<file path="config.mk">
export PLATFORM = sky130hd
export DESIGN_NAME = mips150_ctrl_pipe
export DESIGN_NICKNAME = d
export VERILOG_FILES = /design/src/rtl/mips150_ctrl_pipe.sv
export SDC_FILE = /design/constraint.sdc
export NUM_CORES = 1
export LEC_CHECK = 0
export BUFFER_PORTS_ARGS = -buffer_cell sky130_fd_sc_hd__buf_2
export CELL_PAD_IN_SITES_DETAIL_PLACEMENT = 1
export CELL_PAD_IN_SITES_GLOBAL_PLACEMENT = 1
export CORE_ASPECT_RATIO = 0.75
export CORE_UTILIZATION = 39
export DETAILED_ROUTE_END_ITERATION = 7
export GPL_TIMING_DRIVEN = 0
export PLACE_DENSITY_LB_ADDON = 0.3
export SLEW_MARGIN = 10
export SYNTH_ARGS = -nofsm -noshare
export SYNTH_HDL_FRONTEND = slang
export SYNTH_SLANG_ARGS = --single-unit
</file>
<file path="constraint.sdc">
create_clock -name clk -period 2.2 [get_ports clk]
set_input_delay 0.33 -clock clk [delete_from_list [all_inputs] [get_ports clk]]
set_output_delay 0.33 -clock clk [all_outputs]
set_load 0.05 [all_outputs]
</file>
<file path="src/rtl/mips150_ctrl_pipe.sv">
// Pipelined MIPS150 control unit: decodes in ID, carries the control word through EX,
// MEM_LAT memory stages and WB, and interlocks on load-use hazards.
module mips150_ctrl_pipe #(
    parameter int MEM_LAT  = 1,
    parameter int RADDR_W  = 5,
    parameter int MASK_W   = 3,
    parameter int LU_STALL = 1
) (
    input  logic               clk,
    input  logic               rst_n,
    input  logic               instr_valid,
    input  logic [31:0]        instr,
    output logic               id_ready,
    input  logic               mem_busy,
    input  logic               flush,
    output logic               stall,
    output logic               illegal,
    output logic               ex_valid,
    output logic [3:0]         ex_alu_ctrl,
    output logic               ex_sign_or_zero,
    output logic               ex_lui,
    output logic               mem_valid,
    output logic [1:0]         mem_write,
    output logic [MASK_W-1:0]  mem_mask,
    output logic               wb_valid,
    output logic               wb_reg_write,
    output logic               wb_mem_to_reg,
    output logic [RADDR_W-1:0] wb_dst
);

    localparam logic [5:0] OP_RTYPE = 6'h00, OP_ADDIU = 6'h09, OP_SLTI = 6'h0A, OP_SLTIU = 6'h0B,
                           OP_ANDI  = 6'h0C, OP_ORI   = 6'h0D, OP_XORI = 6'h0E, OP_LUI   = 6'h0F,
                           OP_LB    = 6'h20, OP_LH    = 6'h21, OP_LW   = 6'h23, OP_LBU   = 6'h24,
                           OP_LHU   = 6'h25, OP_SB    = 6'h28, OP_SH   = 6'h29, OP_SW    = 6'h2B;

    localparam logic [3:0] ALU_ADDU = 4'd0, ALU_SUBU = 4'd1, ALU_SLT = 4'd2, ALU_SLTU = 4'd3,
                           ALU_AND  = 4'd4, ALU_OR   = 4'd5, ALU_XOR = 4'd6, ALU_NOR  = 4'd7,
                           ALU_LUI  = 4'd8, ALU_SLL  = 4'd9, ALU_SRL = 4'd10, ALU_SRA = 4'd11;

    typedef struct packed {
        logic [1:0]         mw;
        logic [MASK_W-1:0]  mask;
        logic               rw;
        logic               m2r;
        logic [RADDR_W-1:0] dst;
    } mem_t;

    typedef struct packed {
        logic [3:0] alu;
        logic       soz;
        logic       lui;
        mem_t       m;
    } ctl_t;

    typedef struct packed {
        logic               rw;
        logic               m2r;
        logic [RADDR_W-1:0] dst;
    } wb_t;

    function automatic logic [3:0] alu_dec(input logic [5:0] funct);
        case (funct)
            6'h20, 6'h21: alu_dec = ALU_ADDU;
            6'h22, 6'h23: alu_dec = ALU_SUBU;
            6'h2A:        alu_dec = ALU_SLT;
            6'h2B:        alu_dec = ALU_SLTU;
            6'h24:        alu_dec = ALU_AND;
            6'h25:        alu_dec = ALU_OR;
            6'h26:        alu_dec = ALU_XOR;
            6'h27:        alu_dec = ALU_NOR;
            6'h00, 6'h04: alu_dec = ALU_SLL;
            6'h02, 6'h06: alu_dec = ALU_SRL;
            6'h03, 6'h07: alu_dec = ALU_SRA;
            default:      alu_dec = ALU_ADDU;
        endcase
    endfunction

    function automatic logic lu_hit(input logic v, input logic m2r, input logic [RADDR_W-1:0] d,
                                    input logic [RADDR_W-1:0] rs, input logic [RADDR_W-1:0] rt);
        lu_hit = v && m2r && (d != '0) && ((d == rs) || (d == rt));
    endfunction

    logic [5:0]         op;
    logic [RADDR_W-1:0] rs, rt, rd;
    ctl_t               dec;
    logic               dec_ill;
    logic               haz, accept;
    logic               unused_shamt;

    logic               vld_p0;
    ctl_t               ctl_p0;
    logic [MEM_LAT-1:0] vld_p1;
    mem_t               ctl_p1 [MEM_LAT];
    logic               vld_p2;
    wb_t                ctl_p2;

    assign op           = instr[31:26];
    assign rs           = RADDR_W'(instr[25:21]);
    assign rt           = RADDR_W'(instr[20:16]);
    assign rd           = RADDR_W'(instr[15:11]);
    assign unused_shamt = ^instr[10:6];

    // ID: decode
    always_comb begin
        dec     = '0;
        dec_ill = 1'b0;
        case (op)
            OP_RTYPE: begin
                dec.m.rw  = 1'b1;
                dec.m.dst = rd;
                dec.alu   = alu_dec(instr[5:0]);
            end
            OP_LB, OP_LH, OP_LW, OP_LBU, OP_LHU: begin
                dec.m.rw  = 1'b1;
                dec.m.m2r = 1'b1;
                dec.soz   = 1'b1;
                dec.m.dst = rt;
                case (op)
                    OP_LH:   dec.m.mask = MASK_W'(1);
                    OP_LW:   dec.m.mask = MASK_W'(2);
                    OP_LBU:  dec.m.mask = MASK_W'(3);
                    OP_LHU:  dec.m.mask = MASK_W'(4);
                    default: dec.m.mask = MASK_W'(0);
                endcase
            end
            OP_SB, OP_SH, OP_SW: begin
                dec.soz   = 1'b1;
                dec.m.dst = rt;
                case (op)
                    OP_SB:   dec.m.mw = 2'b01;
                    OP_SH:   dec.m.mw = 2'b10;
                    default: dec.m.mw = 2'b11;
                endcase
            end
            OP_ADDIU, OP_SLTI, OP_SLTIU: begin
                dec.m.rw  = 1'b1;
                dec.soz   = 1'b1;
                dec.m.dst = rt;
                dec.alu   = (op == OP_ADDIU) ? ALU_ADDU : (op == OP_SLTI) ? ALU_SLT : ALU_SLTU;
            end
            OP_ANDI, OP_ORI, OP_XORI: begin
                dec.m.rw  = 1'b1;
                dec.m.dst = rt;
                dec.alu   = (op == OP_ANDI) ? ALU_AND : (op == OP_ORI) ? ALU_OR : ALU_XOR;
            end
            OP_LUI: begin
                dec.m.rw  = 1'b1;
                dec.lui   = 1'b1;
                dec.m.dst = rt;
                dec.alu   = ALU_LUI;
            end
            default: dec_ill = 1'b1;
        endcase
    end

    // The last memory stage is excluded: its load data is forwardable, giving MEM_LAT bubbles.
    always_comb begin
        haz = lu_hit(vld_p0, ctl_p0.m.m2r, ctl_p0.m.dst, rs, rt);
        for (int k = 0; k < MEM_LAT - 1; k++)
            haz = haz | lu_hit(vld_p1[k], ctl_p1[k].m2r, ctl_p1[k].dst, rs, rt);
    end

    assign stall    = (LU_STALL != 0) && instr_valid && haz;
    assign id_ready = !stall && !mem_busy;
    assign accept   = instr_valid && id_ready && !flush;

    // EX / MEM / WB: valid bits (reset) and control words (no reset, gated at the outputs)
    always_ff @(posedge clk or negedge rst_n) begin
        if (!rst_n) begin
            vld_p0  <= 1'b0;
            vld_p1  <= '0;
            vld_p2  <= 1'b0;
            illegal <= 1'b0;
        end else begin
            illegal <= accept && dec_ill;
            if (mem_busy) begin
                if (flush) vld_p0 <= 1'b0;
            end else begin
                vld_p0    <= accept;
                vld_p1[0] <= vld_p0 && !flush;
                for (int k = 1; k < MEM_LAT; k++) vld_p1[k] <= vld_p1[k-1];
                vld_p2    <= vld_p1[MEM_LAT-1];
            end
        end
    end

    always_ff @(posedge clk) begin
        if (!mem_busy) begin
            ctl_p0    <= dec;
            ctl_p1[0] <= ctl_p0.m;
            for (int k = 1; k < MEM_LAT; k++) ctl_p1[k] <= ctl_p1[k-1];
            ctl_p2    <= '{rw: ctl_p1[MEM_LAT-1].rw, m2r: ctl_p1[MEM_LAT-1].m2r,
                           dst: ctl_p1[MEM_LAT-1].dst};
        end
    end

    assign ex_valid        = vld_p0;
    assign ex_alu_ctrl     = vld_p0 ? ctl_p0.alu : 4'd0;
    assign ex_sign_or_zero = vld_p0 && ctl_p0.soz;
    assign ex_lui          = vld_p0 && ctl_p0.lui;

    assign mem_valid       = vld_p1[MEM_LAT-1];
    assign mem_write       = mem_valid ? ctl_p1[MEM_LAT-1].mw : 2'b00;
    assign mem_mask        = mem_valid ? ctl_p1[MEM_LAT-1].mask : '0;

    assign wb_valid        = vld_p2;
    assign wb_reg_write    = vld_p2 && ctl_p2.rw;
    assign wb_mem_to_reg   = vld_p2 && ctl_p2.m2r;
    assign wb_dst          = vld_p2 ? ctl_p2.dst : '0;

endmodule

</file>
# Word level (Yosys, flattened, before mapping)
# Memory sizes are Yosys's and may differ from the RTL's.
# Cells that the tools add are included.
# totals
inputBits	37
reg_bits	29
mem_bits_ro	256
word_cells	82
ramBits	12
out_inout_bits	24
n_memories	2
# op_classes
n_reduce_logical	27
n_mux	20
n_eq_ne	18
# memory_table
name	depth	width	read_ports	rd_ports_with_merged_regs	wr	line_no	rtl
(name not given)	64	4	1	0	0	62	case (funct)
ctl_p1	1	12	1	0	1	93	mem_t ctl_p1 [MEM_LAT];
# op_table
op	count
$eq 6x6->1 const B	8
$eq 6x4->1 const B	7
$pmux 4 s4	1
$reduce_or 16->1	1
$reduce_or 15->1	1
$logic_and 1x1->1	13
$reduce_or 13->1	1
$pmux 3 s4	1
$reduce_or 11->1	1
$eq 5x5->1	2
$pmux 5 s2	1
$mux 1	9
$reduce_or 3->1	3
$mux 2	4
$logic_not 6->1	1
$mux 5	1
$reduce_bool 5->1	1
$reduce_or 5->1	1
$mux 4	1
$pmux 2 s2	1
$logic_not 1->1	3
$mux 3	1
$ne 2x1->1 const B	1
$logic_or 1x1->1	1

# Logic depth before layout (Yosys ltp)
# Gate-level depths: netlist of the first run.
# logic_depth
depth_word	9
ltp_mapped	6
ltp_nobuf	5

# Least setup slack after synthesis of the first run
# OpenSTA, ideal clock, no wires.
# synth_path
kind	register to output
start	reg vld_p0 (netlist: ex_valid)
end	out id_ready
path_stages_with_launch	4
path_buffers	0
setup_slack_ns	-0.281
t_arrival_ns	2.151
required_ns	1.870
path_cell_list	dfrtp_1 -> o2111ai_1 -> nor2_1 -> nor2_1
# synth_between
elab_chain_len	6
# synth_rtl
element	line_no	rtl
start, declared	90	logic vld_p0;
start signal, assigned	179	vld_p0 <= accept;
$logic_and 1x1->1 (3 in a row)	80	lu_hit = v && m2r && (d != '0) && ((d == rs) || (d == rt));
$logic_and 1x1->1	163	assign stall = (LU_STALL != 0) && instr_valid && haz;
via stall	16	output logic stall,
$logic_not 1->1	164	assign id_ready = !stall && !mem_busy;
$logic_and 1x1->1	164	
end, declared	13	output logic id_ready,
# The timed path passes the listed nets, and every way through them passes these cells.

# Final worst setup path of the first run
# layout_path
start	reg ctl_p0[1] in the netlist's numbering
end	out id_ready
# layout_between
elab_chain_len	6
elab_cells_between_ends	9
classes_between	2 x eq/ne; 7 x reduce/logical
# layout_rtl
element	line_no	rtl
start, declared	91	ctl_t ctl_p0;
start signal, assigned	189	ctl_p0 <= dec;
$eq 5x5->1 or $reduce_bool 5->1 (tied branches)	80	
$logic_or 1x1->1 or $logic_and 1x1->1 (tied branches)	80	
$logic_and 1x1->1 (*)	80	
$logic_and 1x1->1 (*)	163	
$logic_not 1->1 (*)	164	
$logic_and 1x1->1 (*)	164	
# Every way passes the cells marked *; elsewhere a longest branch is shown, timed or not.

==> metrics, run 1 <==
Reg2Reg Setup Slack 0.49 ns; Synth cell types 41; DPL Wire Length about 3.3 mm; total CTS buffers 5; Setup CP Type register to output port; vertical die dimension 63.23 um; Power per Cell Area roughly 700 mW/mm2; crit path launch type register; antenna violations before repair 0; total number of yosys warnings 0; cell taking the most area after synthesis sky130_fd_sc_hd__edfxtp_1; CTS tree built; antenna-violating nets left 0; worst rel slew slack 0.4692; cell area after synthesis about 0.0019 mm2; maximum number of buffers from clock root to sink 2; # IOs between 60 and 70; Period Utilization, post-route 0.9909; antenna fix cells 0; overall fraction of global-route tracks in use 0.1784; Worst R2R End ex_valid; top-count cell post-synth sky130_fd_sc_hd__edfxtp_1; wire length per cell about 17 um; number of design rule violations left after detail routing 0; Worst Tran Pin Value around 0.8 ns; Data required, critical path around 1.9 ns; timing-limited maximum frequency 458.7 MHz; top area cells in the synthesized netlist sky130_fd_sc_hd__edfxtp_1, sky130_fd_sc_hd__and2_1, sky130_fd_sc_hd__dfrtp_1; top-area cell type share of the netlist area 0.5700; clk slew on worst S/H paths approximately 0.080 ns; RSZ-0062 raised after global routing yes; shortest clock period the worst path allows after layout around 2.2 ns; most frequently used flop master after synthesis sky130_fd_sc_hd__edfxtp_1; Synth-to-Final Area Change 28.75%; share of final-layout standard cells stronger than drive strength 1 0.3644; status completed; area enclosed by the die boundary about 0.0053 mm2; post-synth net total between 150 and 200; count of flip-flops with a built-in enable after synthesis 37; net count reported at finish roughly 260; H-tree depth reported by CTS 2; horizontal extent of the die between 80 and 90 um; Hold EP ex_valid; global placement routability congestion between 0.8 and 0.9; Worst Setup End Kind output port; DR pass1 iterations 4; Setup Viol. Count Final 0; number of DRC violations after detailed-routing iteration 0 66; synthesized area per cell around 13 um2; Worst Min Path Start flush; Int Pwr ~1.3 mW; maximum fanout along the worst path 3; Root Buffer sky130_fd_sc_hd__clkbuf_8; post-synthesis sequential area ratio 0.6213; routed via count divided by cell count between 5 and 6; worst ir drop on vdd ~0.26 mV; max-capacitance violation count 0; Net Switching 0.4542 mW; Hold WC Path Type primary input to register; Core Footprint approximately 0.0046 mm2; number of max-slew violations in the final report 0; number of input and output port buffers inserted 55; part of the power in registers 0.524; number of instances on the worst hold path 2; most used standard cells in the synthesized netlist sky130_fd_sc_hd__edfxtp_1, sky130_fd_sc_hd__and2_1, sky130_fd_sc_hd__xor2_1; Worst-Skew Late Latency roughly 0.29 ns; row cnt 21; Crit Reg-Reg Startpoint ctl_p0[3]; Final Hold Violating Endpoints 0; first-pass GRT wire length between 7 and 8 mm; pin count of the biggest net entering global routing 40; overflow left after global routing 0; Cell Count, Final, Fillers Out roughly 280; total number of vias about 1500; relative contribution of combinational cells to total power 0.142; leakage power of the design 1.041 nW; setup clock skew after layout roughly 0.0064 ns; Synth Register Bits 41; Cells after Synth 155; FFs w/ async S/R, synth 0.09756; setup total negative slack 0 ns; switch share 0.2544; critical path arrival 1.85 ns; initial cell density of the core 0.4215; total wirelength of the detailed-routed design ~4.7 mm; number of global-route vias before repair about 1500; clock network fraction of design power 0.335; cell count after placement 267; depth of the worst register-to-register path 5; Sinks on Clock Net slightly above 40
-- stage by stage --
stage	util	total power [mW]	worst slack [ns]	hold slack, ns	area [um2]
global placement	0.4976	1.164	0.1904	0.1424	2301
CTS	0.5360	1.789	-0.02663	0.2120	2479
finish	0.5427	1.785	0.02006	0.2157	2510
global route	0.5427	1.851	-0.03173	0.2169	2510
detailed placement	0.4976	1.182	0.1249	0.1423	2301
floorplan	-	1.087	0.03604	0.03441	1954
-- registers in the layout, summed over array words and instances (netlist names) --
register / flops
ctl_p2: 7
mem_valid: 1
wb_valid: 1
ex_valid: 1
ctl_p1: 12
illegal: 1
ctl_p0: 18
-- cell type report --
cell class,count,area (um2)
sequential,41,1211
tap,57,71.32
clock inverter,3,41.29
multi-input combinational,106,735.7
timing repair buffer,62,342.8
buffer,5,27.53
fill,509,2115
inverter,3,11.26
clock buffer,5,68.82
-- per-layer routing --
metal	GRT usage	up-vias	part of all wire
li1	-	706	-
met1	0.2306	706	0.45
met2	0.3008	39	0.50
met3	0.04587	7	0.037
met4	0.04449	0	0.012
met5	0	-	0
-- worst max-delay path by stage --
stage          slack (ns)       end  startpoint
6_report             0.02  id_ready   ctl_p0[1]
5_1_grt             -0.03  id_ready   ctl_p0[1]
4_1_cts             -0.03     stall   ctl_p0[1]
3_5_place_dp         0.12  id_ready   ctl_p0[1]
3_3_place_gp         0.19  id_ready   ctl_p0[1]
2_1_floorplan        0.04  id_ready   ctl_p0[1]
-- cell usage in the layout, fill, tap and decap left out, types with 3 or more instances in the layout --
| cell | Yosys | final |
|---|---|---|
| sky130_fd_sc_hd__o21ai_0 | 6 | 6 |
| sky130_fd_sc_hd__nand4_1 | 3 | 3 |
| sky130_fd_sc_hd__edfxtp_1 | 37 | 37 |
| sky130_fd_sc_hd__buf_4 | 0 | 6 |
| sky130_fd_sc_hd__a21oi_1 | 6 | 6 |
| sky130_fd_sc_hd__nand2b_1 | 3 | 3 |
| sky130_fd_sc_hd__and2_1 | 18 | 18 |
| sky130_fd_sc_hd__nand2_1 | 8 | 8 |
| sky130_fd_sc_hd__nor3_1 | 6 | 6 |
| sky130_fd_sc_hd__nor2_1 | 9 | 7 |
| sky130_fd_sc_hd__buf_2 | 1 | 54 |
| sky130_fd_sc_hd__nand3b_1 | 3 | 3 |
| sky130_fd_sc_hd__clkbuf_8 | 0 | 5 |
| sky130_fd_sc_hd__buf_6 | 1 | 3 |
| sky130_fd_sc_hd__xor2_1 | 11 | 11 |
| sky130_fd_sc_hd__dfrtp_1 | 4 | 4 |
| sky130_fd_sc_hd__a22o_1 | 5 | 5 |
-- worst max-delay path, stage by stage (launching register included) --
cell and delay, ns:
sky130_fd_sc_hd__edfxtp_1 0.45, sky130_fd_sc_hd__buf_4 0.18, sky130_fd_sc_hd__xor2_1 0.13, sky130_fd_sc_hd__nor3_1 0.27, sky130_fd_sc_hd__a22oi_2 0.16, sky130_fd_sc_hd__nor2_4 0.17, sky130_fd_sc_hd__nor2_2 0.05, sky130_fd_sc_hd__buf_6 0.15
-- cell families (layout without fill, tap and decap cells) --
family | Yosys count | after routing | share of synthesized area
flops | 41 | 41 | 0.6213
buf+inv | 8 | 78 | 0.01989
simple gates | 63 | 63 | 0.1887
compound gates | 26 | 26 | 0.08793
xor+xnor | 13 | 13 | 0.05841
fa+ha+maj | 2 | 2 | 0.01283
mux | 2 | 2 | 0.01091
-- repair_timing --
| item | 4_1_cts | 5_1_grt |
|---|---|---|
| hold buffers | 1 | 0 |
| gates resized for setup | 5 | 5 |
| buffers inserted | 4 | 2 |
| endpoints found under the setup margin | 2 | 2 |
| hold endpoints to repair | 4 | 0 |
| pin swaps | 1 | 2 |
-- power by group through the flow --
stage | clock (mW) | combinational, mW | sequential, mW
finish | 0.598 | 0.253 | 0.935
global route | 0.640 | 0.270 | 0.941
floorplan | 0 | 0.135 | 0.953
CTS | 0.606 | 0.247 | 0.935
global placement | 0 | 0.216 | 0.948
detailed placement | 0 | 0.227 | 0.954
(Power assumes the default switching activity.)
==> run 2: changes to the inputs <==
--- a/config.mk
+++ b/config.mk
@@ -5,11 +5,12 @@
 export SDC_FILE = /design/constraint.sdc
 export NUM_CORES = 1
 export LEC_CHECK = 0
+export ABC_AREA = 1
 export BUFFER_PORTS_ARGS = -buffer_cell sky130_fd_sc_hd__buf_2
 export CELL_PAD_IN_SITES_DETAIL_PLACEMENT = 1
 export CELL_PAD_IN_SITES_GLOBAL_PLACEMENT = 1
 export CORE_ASPECT_RATIO = 0.75
-export CORE_UTILIZATION = 39
+export CORE_UTILIZATION = 38
 export DETAILED_ROUTE_END_ITERATION = 7
 export GPL_TIMING_DRIVEN = 0
 export PLACE_DENSITY_LB_ADDON = 0.3
==> metrics, run 2 <==
timing-limited maximum frequency 501.9 MHz (was 458.7 MHz); Setup Viol. Count Final 0 (unchanged); top-count cell post-synth sky130_fd_sc_hd__nand2_1 (was sky130_fd_sc_hd__edfxtp_1); top-area cell type share of the netlist area 0.5461 (was 0.5700); horizontal extent of the die 86.49 um (was 83.64 um); synthesized area per cell 9.164 um2 (was 12.58 um2); post-CTS repair timing setup buffer count 0 (was 4); FFs w/ async S/R, synth 0.09756 (unchanged); initial cell density of the core 0.4061 (was 0.4215); total number of yosys warnings 0 (unchanged); H-tree depth reported by CTS 2 (unchanged); share of final-layout standard cells stronger than drive strength 1 0.2622 (was 0.3644); critical path arrival 1.66 ns (was 1.85 ns); top area cells in the synthesized netlist sky130_fd_sc_hd__edfxtp_1, sky130_fd_sc_hd__nand2_1, sky130_fd_sc_hd__inv_1 (was sky130_fd_sc_hd__edfxtp_1, sky130_fd_sc_hd__and2_1, sky130_fd_sc_hd__dfrtp_1); vertical die dimension 65.37 um (was 63.23 um); number of max-slew violations in the final report 0 (unchanged); clk slew on worst S/H paths 0.07 ns (was 0.08 ns); area enclosed by the die boundary 0.005653 mm2 (was 0.005288 mm2); Synth cell types 26 (was 41); row cnt 22 (was 21); placement-stage cell area 0.002402 mm2 (was 0.002301 mm2); crit path launch type register (unchanged); CTS tree built (unchanged); pin count of the biggest net entering global routing 41 (was 40); summed area of non-filler cells in the final layout 0.002519 mm2 (was 0.002510 mm2); maximum number of buffers from clock root to sink 2 (unchanged); Hold WC Path Type primary input to register (unchanged); Power per Cell Area 695.2 mW/mm2 (was 711.3 mW/mm2); status completed (unchanged); DR pass1 iterations 4 (unchanged); Core Footprint 0.005010 mm2 (was 0.004624 mm2); most common cell after layout, fill and taps aside sky130_fd_sc_hd__nand2_1 (was sky130_fd_sc_hd__buf_2); setup total negative slack 0 ns (unchanged); Worst Setup End Kind output port (unchanged); Worst-Skew Late Latency 0.29 ns (about the same); worst slack at placement 0.5045 ns (was 0.1249 ns); number of global-route vias before repair 1563 (was 1482); antenna violations before repair 0 (unchanged); post-synth net total 261 (was 194); leakage power of the design 1.351 nW (was 1.041 nW); number of design rule violations left after detail routing 0 (unchanged); # IOs 61 (unchanged); register with the highest flop count ctl_p0 (unchanged); total number of vias 1641 (was 1458); most used standard cells in the synthesized netlist sky130_fd_sc_hd__nand2_1, sky130_fd_sc_hd__inv_1, sky130_fd_sc_hd__edfxtp_1 (was sky130_fd_sc_hd__edfxtp_1, sky130_fd_sc_hd__and2_1, sky130_fd_sc_hd__xor2_1); number of flip-flops in the largest register 18 (unchanged); Sinks on Clock Net 41 (unchanged); setup clock skew after layout 0.003480 ns (was 0.006440 ns); shortest clock period the worst path allows after layout 1.992 ns (was 2.180 ns); total chip power 1.751 mW (was 1.785 mW); worst ir drop on vdd 0.2625 mV (was 0.2598 mV); slack of the critical path 0.2077 ns (was 0.02006 ns); highest-count cells in the layout ignoring fill and taps sky130_fd_sc_hd__nand2_1, sky130_fd_sc_hd__buf_2, sky130_fd_sc_hd__inv_1 (was sky130_fd_sc_hd__buf_2, sky130_fd_sc_hd__edfxtp_1, sky130_fd_sc_hd__and2_1); total wirelength of the detailed-routed design 4.379 mm (was 4.668 mm); Final Hold Violating Endpoints 0 (unchanged); antenna fix cells 0 (unchanged); number of DRC violations after detailed-routing iteration 0 47 (was 66); total CTS buffers 5 (unchanged); DPL Wire Length 3.533 mm (was 3.331 mm); antenna-violating nets left 0 (unchanged); core occupancy in the finished layout 0.5027 (was 0.5427); global placement routability congestion 0.7714 (was 0.8414); Worst Tran Pin Value 0.7947 ns (was 0.7951 ns); maximum fanout along the worst path 4 (was 3); Synth Register Bits 41 (unchanged); Setup CP Type register to output port (unchanged); wire length per cell 12.23 um (was 16.55 um); Data required, critical path 1.87 ns (about the same); Period Utilization, post-route 0.9056 (was 0.9909); cell area after synthesis 0.002034 mm2 (was 0.001949 mm2); overflow left after global routing 0 (unchanged); post-synthesis sequential area ratio 0.5953 (was 0.6213); area taken by flip-flops and latches 0.001211 mm2 (unchanged); largest registers ctl_p0 (18), ctl_p1 (12), ctl_p2 (7) (unchanged); most frequently used flop master after synthesis sky130_fd_sc_hd__edfxtp_1 (unchanged); Root Buffer sky130_fd_sc_hd__clkbuf_8 (unchanged); number of input and output port buffers inserted 55 (unchanged); count of flip-flops with a built-in enable after synthesis 37 (unchanged); RSZ-0062 raised after global routing no (was yes); routed via count divided by cell count 4.584 (was 5.170); first-pass GRT wire length 7.265 mm (was 7.217 mm); max-capacitance violation count 0 (unchanged); Cells after Synth 222 (was 155); worst rel slew slack 0.4695 (was 0.4692); net count reported at finish 324 (was 263); total area of multi-input combinational cells 638.1 um2 (was 735.7 um2); layout filler cell count 626 (was 509); cell taking the most area after synthesis sky130_fd_sc_hd__edfxtp_1 (unchanged); Synth-to-Final Area Change 23.80% (was 28.75%); overall fraction of global-route tracks in use 0.1714 (was 0.1784)
run 2: where the power goes:
part | internal, mW | leakage (nW) | switching [mW]
Clock | 0.335 | 0.0528 | 0.243
Combinational | 0.0704 | 0.887 | 0.172
Sequential | 0.907 | 0.412 | 0.0237
run 2: worst max-delay path, stage by stage, from the launching register on:
cell and delay [ns]:
sky130_fd_sc_hd__edfxtp_1 0.44, sky130_fd_sc_hd__inv_1 0.14, sky130_fd_sc_hd__nand2_1 0.06, sky130_fd_sc_hd__nand2_1 0.07
sky130_fd_sc_hd__nor2_1 0.05, sky130_fd_sc_hd__nand3_1 0.07, sky130_fd_sc_hd__nand2_1 0.06, sky130_fd_sc_hd__nand2_1 0.09
sky130_fd_sc_hd__inv_1 0.06, sky130_fd_sc_hd__nor2_2 0.07, sky130_fd_sc_hd__buf_2 0.26
run 2: per-stage QoR:
stage / hold WS, ns / instances
after detailed placement: 0.1442 / 349
after global routing: 0.3283 / 358
after floorplan: 0.03441 / 222
after CTS: 0.3112 / 358
after global placement: 0.1397 / 349
final: 0.3164 / 358
run 2: worst paths after layout:
kind	depth (start not counted)	slack, ns	end	from
min in group asynchronous	2	0.38	ex_valid	rst_n
worst max register to register	6	0.88	ex_valid	ex_valid
max in group asynchronous	2	1.70	illegal	rst_n
worst min register to register	0	0.42	ctl_p2[0]	ctl_p1[0][0]
worst min-delay path	2	0.32	wb_valid	mem_busy
worst max-delay path	10	0.21	id_ready	ctl_p0[3]
run 2: metal layers:
layer,GRT usage,routed length (um),vias to the layer above
li1,-,-,834
met5,0,0,-
met4,0.06875,54,0
met2,0.2748,2080,38
met3,0.03141,147,5
met1,0.2314,2096,764
run 2: repair_timing:
action                    4_1_cts  5_1_grt
gates resized for setup         0        0
hold buffers                    1        0
hold endpoints to repair        4        0
run 2: kinds of logic after synthesis:
family,after synthesis,synth area share
simple gates,108,0.2368
compound gates,19,0.05473
xor+xnor,2,0.008612
flops,41,0.5953
buf+inv,50,0.09225
fa+ha+maj,2,0.01230
run 2: final cells by class:
class                           instances  area share
Buffer                                  2    0.002981
Clock buffer                            6     0.02881
Clock inverter                          2     0.01341
Inverter                               48     0.07153
Multi-Input combinational cell        131      0.2534
Sequential cell                        41      0.4809
Tap cell                               72     0.03577
Timing Repair Buffer                   56      0.1133
==> run 3: changes to the inputs <==
--- a/config.mk
+++ b/config.mk
@@ -6,14 +6,15 @@
 export NUM_CORES = 1
 export LEC_CHECK = 0
 export ABC_AREA = 1
-export BUFFER_PORTS_ARGS = -buffer_cell sky130_fd_sc_hd__buf_2
 export CELL_PAD_IN_SITES_DETAIL_PLACEMENT = 1
 export CELL_PAD_IN_SITES_GLOBAL_PLACEMENT = 1
 export CORE_ASPECT_RATIO = 0.75
-export CORE_UTILIZATION = 38
+export CORE_UTILIZATION = 46
 export DETAILED_ROUTE_END_ITERATION = 7
+export DONT_BUFFER_PORTS = 1
 export GPL_TIMING_DRIVEN = 0
 export PLACE_DENSITY_LB_ADDON = 0.3
+export RECOVER_POWER = 50
 export SLEW_MARGIN = 10
 export SYNTH_ARGS = -nofsm -noshare
 export SYNTH_HDL_FRONTEND = slang
==> metrics, run 3 (synthesized netlist as in run 2, its figures left out) <==
clk slew on worst S/H paths 0.07 ns (about the same); first-pass GRT wire length 6.927 mm (was 7.265 mm); number of max-slew violations in the final report 0 (unchanged); Final Hold Violating Endpoints 0 (unchanged); antenna violations before repair 0 (unchanged); leakage power of the design 1.111 nW (was 1.351 nW); number of flip-flops in the largest register 18 (unchanged); row cnt 20 (was 22); relative contribution of combinational cells to total power 0.105 (was 0.138); RSZ-0062 raised after global routing yes (was no); overflow left after global routing 0 (unchanged); number of design rule violations left after detail routing 0 (unchanged); setup clock skew after layout 0.005623 ns (was 0.003480 ns); initial cell density of the core 0.4898 (was 0.4061); total number of vias 1485 (was 1641); core occupancy in the finished layout 0.5437 (was 0.5027); antenna-violating nets left 0 (unchanged); maximum number of buffers from clock root to sink 2 (unchanged); max-capacitance violation count 0 (unchanged); crit path launch type register (unchanged); highest-count cells in the layout ignoring fill and taps sky130_fd_sc_hd__nand2_1, sky130_fd_sc_hd__inv_1, sky130_fd_sc_hd__edfxtp_1 (was sky130_fd_sc_hd__nand2_1, sky130_fd_sc_hd__buf_2, sky130_fd_sc_hd__inv_1); Power per Cell Area 754.8 mW/mm2 (was 695.2 mW/mm2); wire length per cell 15.35 um (was 12.23 um); slack of the critical path -0.05976 ns (was 0.2077 ns); most frequent CP cell sky130_fd_sc_hd__nand2_1 (unchanged); register with the highest flop count ctl_p0 (unchanged); CTS tree built (unchanged); Slowest Stage Delay on Critical Path 0.47 ns (was 0.44 ns); routed via count divided by cell count 5.138 (was 4.584); part of the power in registers 0.556 (was 0.532); antenna fix cells 0 (unchanged); violations in the final reports setup timing; Core Footprint 0.004154 mm2 (was 0.005010 mm2); vertical die dimension 59.60 um (was 65.37 um); list of cells traversed by the critical path inv_2, nand2_1, nand2_1, nor2_1, nand3_1, nand2_1, nand2_2, clkinvlp_4, nor2_4 (was inv_1, nand2_1, nand2_1, nor2_1, nand3_1, nand2_1, nand2_1, inv_1, nor2_2, buf_2); Synth-to-Final Area Change 11.01% (was 23.80%); Worst-Skew Late Latency 0.30 ns (was 0.29 ns); number of global-route vias before repair 1473 (was 1563); slowest stage cell on the critical path sky130_fd_sc_hd__edfxtp_1 (unchanged); net count reported at finish 273 (was 324); worst ir drop on vdd 0.2763 mV (was 0.2625 mV); Data required, critical path 1.87 ns (about the same); largest registers ctl_p0 (18), ctl_p1 (12), ctl_p2 (7) (unchanged); Worst Setup End Kind output port (unchanged); number of DRC violations after detailed-routing iteration 0 70 (was 47); CP top delay family simple AND/OR/NAND/NOR gates (unchanged); Sinks on Clock Net 41 (unchanged); global placement routability congestion 0.9152 (was 0.7714); status complete, but fails checks (was completed); DPL Wire Length 3.453 mm (was 3.533 mm); H-tree depth reported by CTS 2 (unchanged); DR pass1 iterations 4 (unchanged); Root Buffer sky130_fd_sc_hd__clkbuf_8 (unchanged); maximum fanout along the worst path 5 (was 4); pin count of the biggest net entering global routing 41 (unchanged); worst rel slew slack 0.04068 (was 0.4695); timing-limited maximum frequency 442.5 MHz (was 501.9 MHz); worst hold slack across all endpoints 0.1445 ns (was 0.3164 ns); Worst Tran Pin Value 1.437 ns (was 0.7947 ns); Hold WC Path Type primary input to register (unchanged); overall fraction of global-route tracks in use 0.2075 (was 0.1714); setup total negative slack -0.05976 ns (was 0 ns); # IOs 61 (unchanged); Int Pwr 1.283 mW (was 1.313 mW); clock network fraction of design power 0.340 (was 0.330); switch share 0.2474 (was 0.2504); Setup Viol. Count Final 1 (was 0); share of final-layout standard cells stronger than drive strength 1 0.1111 (was 0.2622); critical path buffer and inverter count 2 (was 3); Net Switching 0.4218 mW (was 0.4385 mW); area enclosed by the die boundary 0.004695 mm2 (was 0.005653 mm2); Setup CP Type register to output port (unchanged); shortest clock period the worst path allows after layout 2.260 ns (was 1.992 ns); most common cell after layout, fill and taps aside sky130_fd_sc_hd__nand2_1 (unchanged); horizontal extent of the die 78.79 um (was 86.49 um); number of input and output port buffers inserted 0 (was 55); total CTS buffers 5 (unchanged); critical path arrival 1.93 ns (was 1.66 ns); total wirelength of the detailed-routed design 4.437 mm (was 4.379 mm); Period Utilization, post-route 1.027 (was 0.9056)
[run 3: per-stage QoR]
stage | setup slack [ns] | area (um2) | std cells | power (mW)
global route | -0.1847 | 2258 | 289 | 1.770
global placement | -0.04879 | 2106 | 277 | 1.124
finish | -0.05976 | 2258 | 289 | 1.705
CTS | -0.08825 | 2265 | 288 | 1.722
detailed placement | -0.07222 | 2106 | 277 | 1.136
floorplan | 0.1695 | 2037 | 222 | 1.097
[run 3: layout make-up]
class	instances	area, um2
fillers	494	1896
flip-flops and latches	41	1212
multi-input cells	131	635.6
inverters	48	183.9
clock buffers	5	68.82
well taps	55	68.82
repair buffers	5	36.28
clock inverters	2	35.03
plain buffers	2	17.52
[run 3: power groups by stage]
stage	clock network, mW	logic (mW)	registers, mW
floorplan	0	0.143	0.954
global placement	0	0.164	0.960
detailed placement	0	0.171	0.965
CTS	0.592	0.183	0.947
global route	0.619	0.198	0.952
finish	0.579	0.178	0.947
[run 3: what timing repair did]
action                                  4_1_cts  5_1_grt
setup buffers                                 3        1
pin swaps                                     3        2
resized for setup                             9        0
endpoints found under the setup margin        2        1
hold endpoints to repair                      4        0
hold buffers                                  1        0
[run 3: final timing paths]
kind / startpoint / endpoint / slack, ns / depth (start not counted)
worst max-delay path: ctl_p0[0] / id_ready / -0.06 / 9
worst min register to register: ctl_p1[0][2] / ctl_p2[2] / 0.42 / 0
max in group asynchronous: rst_n / ex_valid / 1.69 / 1
worst max register to register: ctl_p0[3] / ex_valid / 0.59 / 11
min in group asynchronous: rst_n / wb_valid / 0.30 / 1
worst min-delay path: mem_busy / wb_valid / 0.14 / 1
[run 3: worst register-to-register path, stage by stage, from the launching register on]
cell and delay [ns]:
sky130_fd_sc_hd__edfxtp_1 0.39, sky130_fd_sc_hd__clkbuf_1 0.14, sky130_fd_sc_hd__nand2_1 0.07, sky130_fd_sc_hd__nand2_1 0.05, sky130_fd_sc_hd__nor2_1 0.11, sky130_fd_sc_hd__nand3_1 0.09, sky130_fd_sc_hd__nand2_1 0.09, sky130_fd_sc_hd__nand2_2 0.08
sky130_fd_sc_hd__buf_4 0.14, sky130_fd_sc_hd__buf_4 0.12, sky130_fd_sc_hd__nand3_1 0.11, sky130_fd_sc_hd__nand2_1 0.10
[run 3: metal layers]
layer / GRT usage / vias up / wire length, um
met4: 0.09788 / 0 / 93
met3: 0.06308 / 7 / 226
met2: 0.3466 / 54 / 2132
met1: 0.2495 / 690 / 1985
met5: 0 / - / 0
li1: - / 734 / -
